==> config.mk <==
export PLATFORM = sky130hd
export DESIGN_NAME = riscv_div_unit_flat
export DESIGN_NICKNAME = d
export VERILOG_FILES = /design/src/rtl/riscv_div_unit_if.sv /design/src/rtl/riscv_div_unit.sv /design/src/flat_wrapper.sv
export SDC_FILE = /design/constraint.sdc
export NUM_CORES = 1
export LEC_CHECK = 0
export BUFFER_PORTS_ARGS = -buffer_cell sky130_fd_sc_hd__buf_4
export CAP_MARGIN = 20
export CORE_MARGIN = 2
export CORE_UTILIZATION = 45
export DETAILED_ROUTE_END_ITERATION = 8
export PLACE_DENSITY_LB_ADDON = 0.12
export REMOVE_ABC_BUFFERS = 1
export SYNTH_ARGS = -nofsm -noshare
export SYNTH_HDL_FRONTEND = slang
export SYNTH_SLANG_ARGS = --single-unit
==> constraint.sdc <==
create_clock -name clk -period 3.55 [get_ports clk]
set_input_delay 0.1775 -clock clk [delete_from_list [all_inputs] [get_ports clk]]
set_output_delay 0.1775 -clock clk [all_outputs]
set_load 0.05 [all_outputs]
==> src/rtl/riscv_div_unit_if.sv <==
// Request/response bundle between the execute-stage control path and the divider.
interface riscv_div_unit_if #(
    parameter int XLEN = 32
);
    logic            start;
    logic [1:0]      op;
    logic [XLEN-1:0] a;
    logic [XLEN-1:0] b;
    logic            busy;
    logic            done;
    logic [XLEN-1:0] result;

    modport master (
        output start, op, a, b,
        input  busy, done, result
    );

    modport slave (
        input  start, op, a, b,
        output busy, done, result
    );
endinterface

==> src/rtl/riscv_div_unit.sv <==
// RV32M DIV/DIVU/REM/REMU, radix-2 restoring; done 34 clocks after accept (2 for /0 and overflow).
// Requests arriving while busy are dropped; the requester holds start until busy is low.
module riscv_div_unit #(
    parameter int XLEN  = 32,
    parameter int CNT_W = 6
) (
    input  logic              clk,
    input  logic              rst_n,
    riscv_div_unit_if.slave   bus
);
    typedef enum logic [1:0] {IDLE, CALC, FIX} state_t;

    localparam logic [XLEN-1:0] INT_MIN = {1'b1, {(XLEN-1){1'b0}}};

    state_t          state, state_nxt;
    logic [XLEN-1:0] dvd;
    logic [XLEN-1:0] dvs;
    logic [XLEN-1:0] rem;
    logic [CNT_W-1:0] cnt;
    logic            is_rem;
    logic            neg_q;
    logic            neg_r;
    logic            done;
    logic [XLEN-1:0] result;

    logic            signed_op;
    logic            a_neg;
    logic            b_neg;
    logic [XLEN-1:0] a_mag;
    logic [XLEN-1:0] b_mag;
    logic            div_zero;
    logic            ovf;
    logic            accept;
    logic            last_iter;
    logic [XLEN:0]   rem_sh;
    logic [XLEN:0]   diff;

    assign signed_op = ~bus.op[0];
    assign a_neg     = signed_op & bus.a[XLEN-1];
    assign b_neg     = signed_op & bus.b[XLEN-1];
    // |INT_MIN| wraps to itself, which is the correct unsigned magnitude.
    assign a_mag     = a_neg ? -bus.a : bus.a;
    assign b_mag     = b_neg ? -bus.b : bus.b;
    assign div_zero  = (bus.b == '0);
    assign ovf       = signed_op && (bus.a == INT_MIN) && (bus.b == '1);
    assign accept    = (state == IDLE) && bus.start;
    assign last_iter = (cnt == CNT_W'(XLEN-1));

    assign rem_sh    = {rem, dvd[XLEN-1]};
    assign diff      = rem_sh - {1'b0, dvs};

    always_ff @(posedge clk or negedge rst_n) begin
        if (!rst_n) state <= IDLE;
        else        state <= state_nxt;
    end

    always_comb begin
        state_nxt = state;
        case (state)
            IDLE: if (bus.start) state_nxt = (div_zero || ovf) ? FIX : CALC;
            CALC: if (last_iter) state_nxt = FIX;
            FIX:  state_nxt = IDLE;
            default: state_nxt = IDLE;
        endcase
    end

    always_ff @(posedge clk or negedge rst_n) begin
        if (!rst_n) begin
            dvd    <= '0;
            dvs    <= '0;
            rem    <= '0;
            cnt    <= '0;
            is_rem <= 1'b0;
            neg_q  <= 1'b0;
            neg_r  <= 1'b0;
            done   <= 1'b0;
            result <= '0;
        end else begin
            done <= (state == FIX);
            if (accept) begin
                is_rem <= bus.op[1];
                cnt    <= '0;
                // Special cases preload the final quotient/remainder so FIX handles them unchanged.
                if (div_zero) begin
                    dvd   <= '1;
                    rem   <= bus.a;
                    neg_q <= 1'b0;
                    neg_r <= 1'b0;
                end else if (ovf) begin
                    dvd   <= INT_MIN;
                    rem   <= '0;
                    neg_q <= 1'b0;
                    neg_r <= 1'b0;
                end else begin
                    dvd   <= a_mag;
                    dvs   <= b_mag;
                    rem   <= '0;
                    neg_q <= a_neg ^ b_neg;
                    neg_r <= a_neg;
                end
            end else if (state == CALC) begin
                cnt <= cnt + CNT_W'(1);
                if (!diff[XLEN]) begin
                    rem <= diff[XLEN-1:0];
                    dvd <= {dvd[XLEN-2:0], 1'b1};
                end else begin
                    rem <= rem_sh[XLEN-1:0];
                    dvd <= {dvd[XLEN-2:0], 1'b0};
                end
            end else if (state == FIX) begin
                if (is_rem) result <= neg_r ? -rem : rem;
                else        result <= neg_q ? -dvd : dvd;
            end
        end
    end

    assign bus.busy   = (state != IDLE);
    assign bus.done   = done;
    assign bus.result = result;
endmodule

==> src/flat_wrapper.sv <==
// flat-port wrapper written by rule: the top's interface ports become plain ports
module riscv_div_unit_flat 
#(
    parameter int XLEN  = 32,
    parameter int CNT_W = 6
)
  (clk, rst_n, bus_start, bus_op, bus_a, bus_b, bus_busy, bus_done, bus_result);
  riscv_div_unit_if #(.XLEN(XLEN)) bus_i ();
  input  logic clk;
  input  logic rst_n;
  input wire logic [$bits(bus_i.start)-1:0] bus_start;
  input wire logic [$bits(bus_i.op)-1:0] bus_op;
  input wire logic [$bits(bus_i.a)-1:0] bus_a;
  input wire logic [$bits(bus_i.b)-1:0] bus_b;
  output wire logic [$bits(bus_i.busy)-1:0] bus_busy;
  output wire logic [$bits(bus_i.done)-1:0] bus_done;
  output wire logic [$bits(bus_i.result)-1:0] bus_result;
  assign bus_i.start = bus_start;
  assign bus_i.op = bus_op;
  assign bus_i.a = bus_a;
  assign bus_i.b = bus_b;
  assign bus_busy = bus_i.busy;
  assign bus_done = bus_i.done;
  assign bus_result = bus_i.result;
  riscv_div_unit #(.XLEN(XLEN), .CNT_W(CNT_W)) u_core (.clk(clk), .rst_n(rst_n), .bus(bus_i));
endmodule
==> impl_metrics.toml <==
[cts]
clockRootBuffer = "clkbuf_16"
cts_tree = "built"
h-tree-depth = 4
cts.clk_slew.worst_paths_ns = 0.06
clk_latency_ns = 0.43
numCtsBuffers = 17
postCtsSetupBuffers = 0
clkSinkCount = 140
clock_path_buffers = 2

[logic_synthesis]
synth_ff_type = "dfrtp_1"
async_reset_ff_share_pct = 100
syn_area_mm2 = 0.0105
yosysWarnings = 0
synth_cell_type_count = 57
syn_inst = 1329
ys_ff_latch = 140
synth.top_cell.area_share_pct = 33.3
synth-edff-count = 0
syn_avg_cell_area_um2 = 7.93
yosysSeqAreaShare_pct = 33.3
synth.area.top_cells = "dfrtp_1 33%, o21ai_0 7.9%, xnor2_1 7.0%"
yosys.area.top_type = "dfrtp_1"

[timing]
min_period_ns = 3.28
hold_viol_final = 0
slew_violations = 0
finalCritPeriodShare_pct = 92.3
worst_pin_slew_ns = 1.04
maxSlewHeadroom_pct = 30.4
worst_hold_slack_ns = 0.0232
rsz0062_at_grt = "no"
skew_ns = 0.0138
fmax_mhz = 305
finalSetupViolCount = 0

[final_layout]
drive_above_1_share_pct = 13.9
area_delta_synth_final_pct = 18.4
num-nets-final = 1538
fill_cells = 2205
antenna_cells = 0

[power_and_ir_drop]
p_int_w = 0.00614
p_seq_share_pct = 26.8
p_sw_w = 0.00481
total_power_w = 0.0110
power_density_mw_per_mm2 = 878
p_leak_nw = 5.40
clockPowerShare_pct = 17.4
power_frac_comb_pct = 55.7
switching_share_pct = 43.9
peakVddDrop_uv = 372

[critical_path]
critPathMaxStageDelay_ns = 0.45
path_max_fanout = 3
worstPathArrival_ns = 3.65
critPathTopFamily = "compound AO/OA/AOI/OAI gates"
path_cells = "inv_1 -> ha_1 -> nor2b_1 -> o31ai_1 -> a211oi_1 -> nand3b_1 -> o31ai_1 -> o311ai_1 -> a211oi_1 -> o21ba_2 -> mux2i_1 -> a21o_1"
r2r_slack_ns = 0.27
crit_path_end_kind = "flip-flop"
path_class = "flip-flop to flip-flop"
start_kind = "flip-flop"
cp_slowest_cell = "o31ai_1"
crit_buf_inv = 1
worstPathRequired_ns = 3.92

[routing]
drt_iter0_markers = 716
drc_errors = 0
drtAntennaViolNets = 0
dr.pass1.iters = 5
viasPerCell = 5.56
detailroute.via_count = 9772
drt_wl_total_um = 30600
post_drt_wl_per_cell_um = 17.4

[die]
die-width_um = 157
die_y_um = 157
pin_count = 103
initial_core_util_pct = 46.3
dieArea_mm2 = 0.0247
core_area_mm2 = 0.0228
placementRows = 55

[worst_hold_path]
min_path_type = "primary input to flip-flop"

[global_route]
grt_pass1_wl_um = 49000
grt_max_degree = 101
grtUsageTotal_pct = 25.3
grt_pass1_vias = 9172
gr-total-overflow = 0
antenna_found_initial = 0

[placement]
dpl.hpwl_um = 23000
gp_congestion = 0.896
numPortBuffers = 102

[run_status]
outcome = "finished clean"

[flow_run]
drv_cap = 0
[synthesized netlist by cell type, types with 10 or more instances]
master and n:
o31ai_1 29, a31oi_1 18, or3_1 10, nand3_1 17, nand2_1 170, nor3_1 28
mux2i_1 26, and3_1 15, clkbuf_1 58, o21ai_1 15, xor2_1 56, a22oi_1 22
nand4_1 13, o21ai_0 167, or4_1 15, o41ai_1 13, xnor2_1 84, nand2b_1 17
a21oi_1 126, inv_1 58, ha_1 38, nor2_1 87, dfrtp_1 140, a211oi_1 12
[sequential cells by signal, summed over array words and instances (netlist names)]
name               cells
u_core.bus.result     32
u_core.dvd            32
u_core.dvs            32
u_core.rem            32
u_core.cnt             6
u_core.state           2
u_core.bus.done        1
u_core.is_rem          1
u_core.neg_q           1
u_core.neg_r           1
[final cells by class]
type | count | area (um2) | share of cell area (%)
Timing Repair Buffer | 149 | 1150 | 9.24
Clock inverter | 11 | 166 | 1.33
Inverter | 58 | 218 | 1.75
Sequential cell | 140 | 3500 | 28.1
Tap cell | 313 | 392 | 3.14
Multi-Input combinational cell | 1064 | 6580 | 52.8
Clock buffer | 21 | 460 | 3.69
[per-layer routing]
layer	GRT usage [%]	up-vias	routed length, um
li1	-	4948	-
met1	35.9	4507	14600
met2	40.0	281	13600
met3	2.75	36	1520
met4	9.26	0	809
met5	0	-	0
[power groups by stage]
stage	logic [W]	registers [W]	clock network (W)
floorplan	0.00442	0.00278	0
global placement	0.00593	0.00293	0
detailed placement	0.00601	0.00295	0
CTS	0.00605	0.00292	0.00194
global route	0.00686	0.00304	0.00200
finish	0.00611	0.00294	0.00191
[path summary, 6_finish.rpt]
path | start | endpoint | cells past startpoint
hold reg to reg | u_core.bus.result[27] | u_core.bus.result[27] | 2
setup reg to reg | u_core.dvs[1] | u_core.rem[31] | 12
setup / recovery | u_core.dvs[1] | u_core.rem[31] | 12
hold / removal | bus_a[1] | u_core.rem[1] | 3
max in group asynchronous | rst_n | u_core.rem[29] | 3
min in group asynchronous | rst_n | u_core.dvs[3] | 2
[tightest hold or removal path: cells and delay by family]
family / cells / cell delay, ns
buffers and inverters: 1 / 0.09
AOI/OAI and AO/OA: 2 / 0.13
[metrics by stage]
stage | util, % | worst slack, ns | TNS, ns | std cells | area, um2
floorplan | - | -0.180 | -0.333 | 1262 | 10300
global placement | 51.8 | 0.366 | 0 | 1721 | 11800
detailed placement | 51.8 | 0.285 | 0 | 1721 | 11800
CTS | 54.7 | 0.249 | 0 | 1755 | 12500
global route | 54.8 | 0.0315 | 0 | 1756 | 12500
finish | 54.8 | 0.272 | 0 | 1756 | 12500
[placed cells by master, fill, tap and decap left out, types with 3 or more instances in the layout]
master / n
a31o_2: 3
a21oi_1: 126
xnor2_1: 84
inv_1: 58
nor3_1: 28
and2_1: 4
a22oi_1: 22
nor2b_1: 8
nand4_1: 13
clkinv_4: 3
o21ai_0: 167
o21bai_1: 3
o21ai_1: 15
nand2b_1: 16
nand3_1: 17
or4_1: 15
o41ai_1: 13
o211ai_1: 4
dfrtp_1: 139
nor3b_1: 6
nand2_1: 170
nor2_1: 85
or3_1: 10
ha_1: 38
bufinv_16: 4
a21boi_0: 3
a21o_1: 9
o31ai_1: 29
a31oi_1: 18
clkinv_2: 4
nor4_1: 6
mux2i_1: 26
o22ai_1: 5
o21a_1: 5
a211oi_1: 12
clkbuf_16: 17
xor2_1: 56
and3_1: 15
buf_4: 144
or4_4: 3
[kinds of logic after synthesis]
logic type / count (synthesis) / synth area share, %
AO/OA/AOI/OAI: 450 / 25.1
XOR/XNOR: 140 / 11.6
adder cells (fa/ha/maj): 39 / 4.70
buffers and inverters: 125 / 4.52
flip-flops: 140 / 33.3
multiplexers: 27 / 2.58
AND/OR/NAND/NOR: 408 / 18.2
[repair_timing]
action                     in CTS  in global routing
setup endpoints to repair       0                  1
hold endpoints to repair       99                  0
hold buffers                    2                  0
resized for setup               0                  1
(Power assumes the default switching activity.)
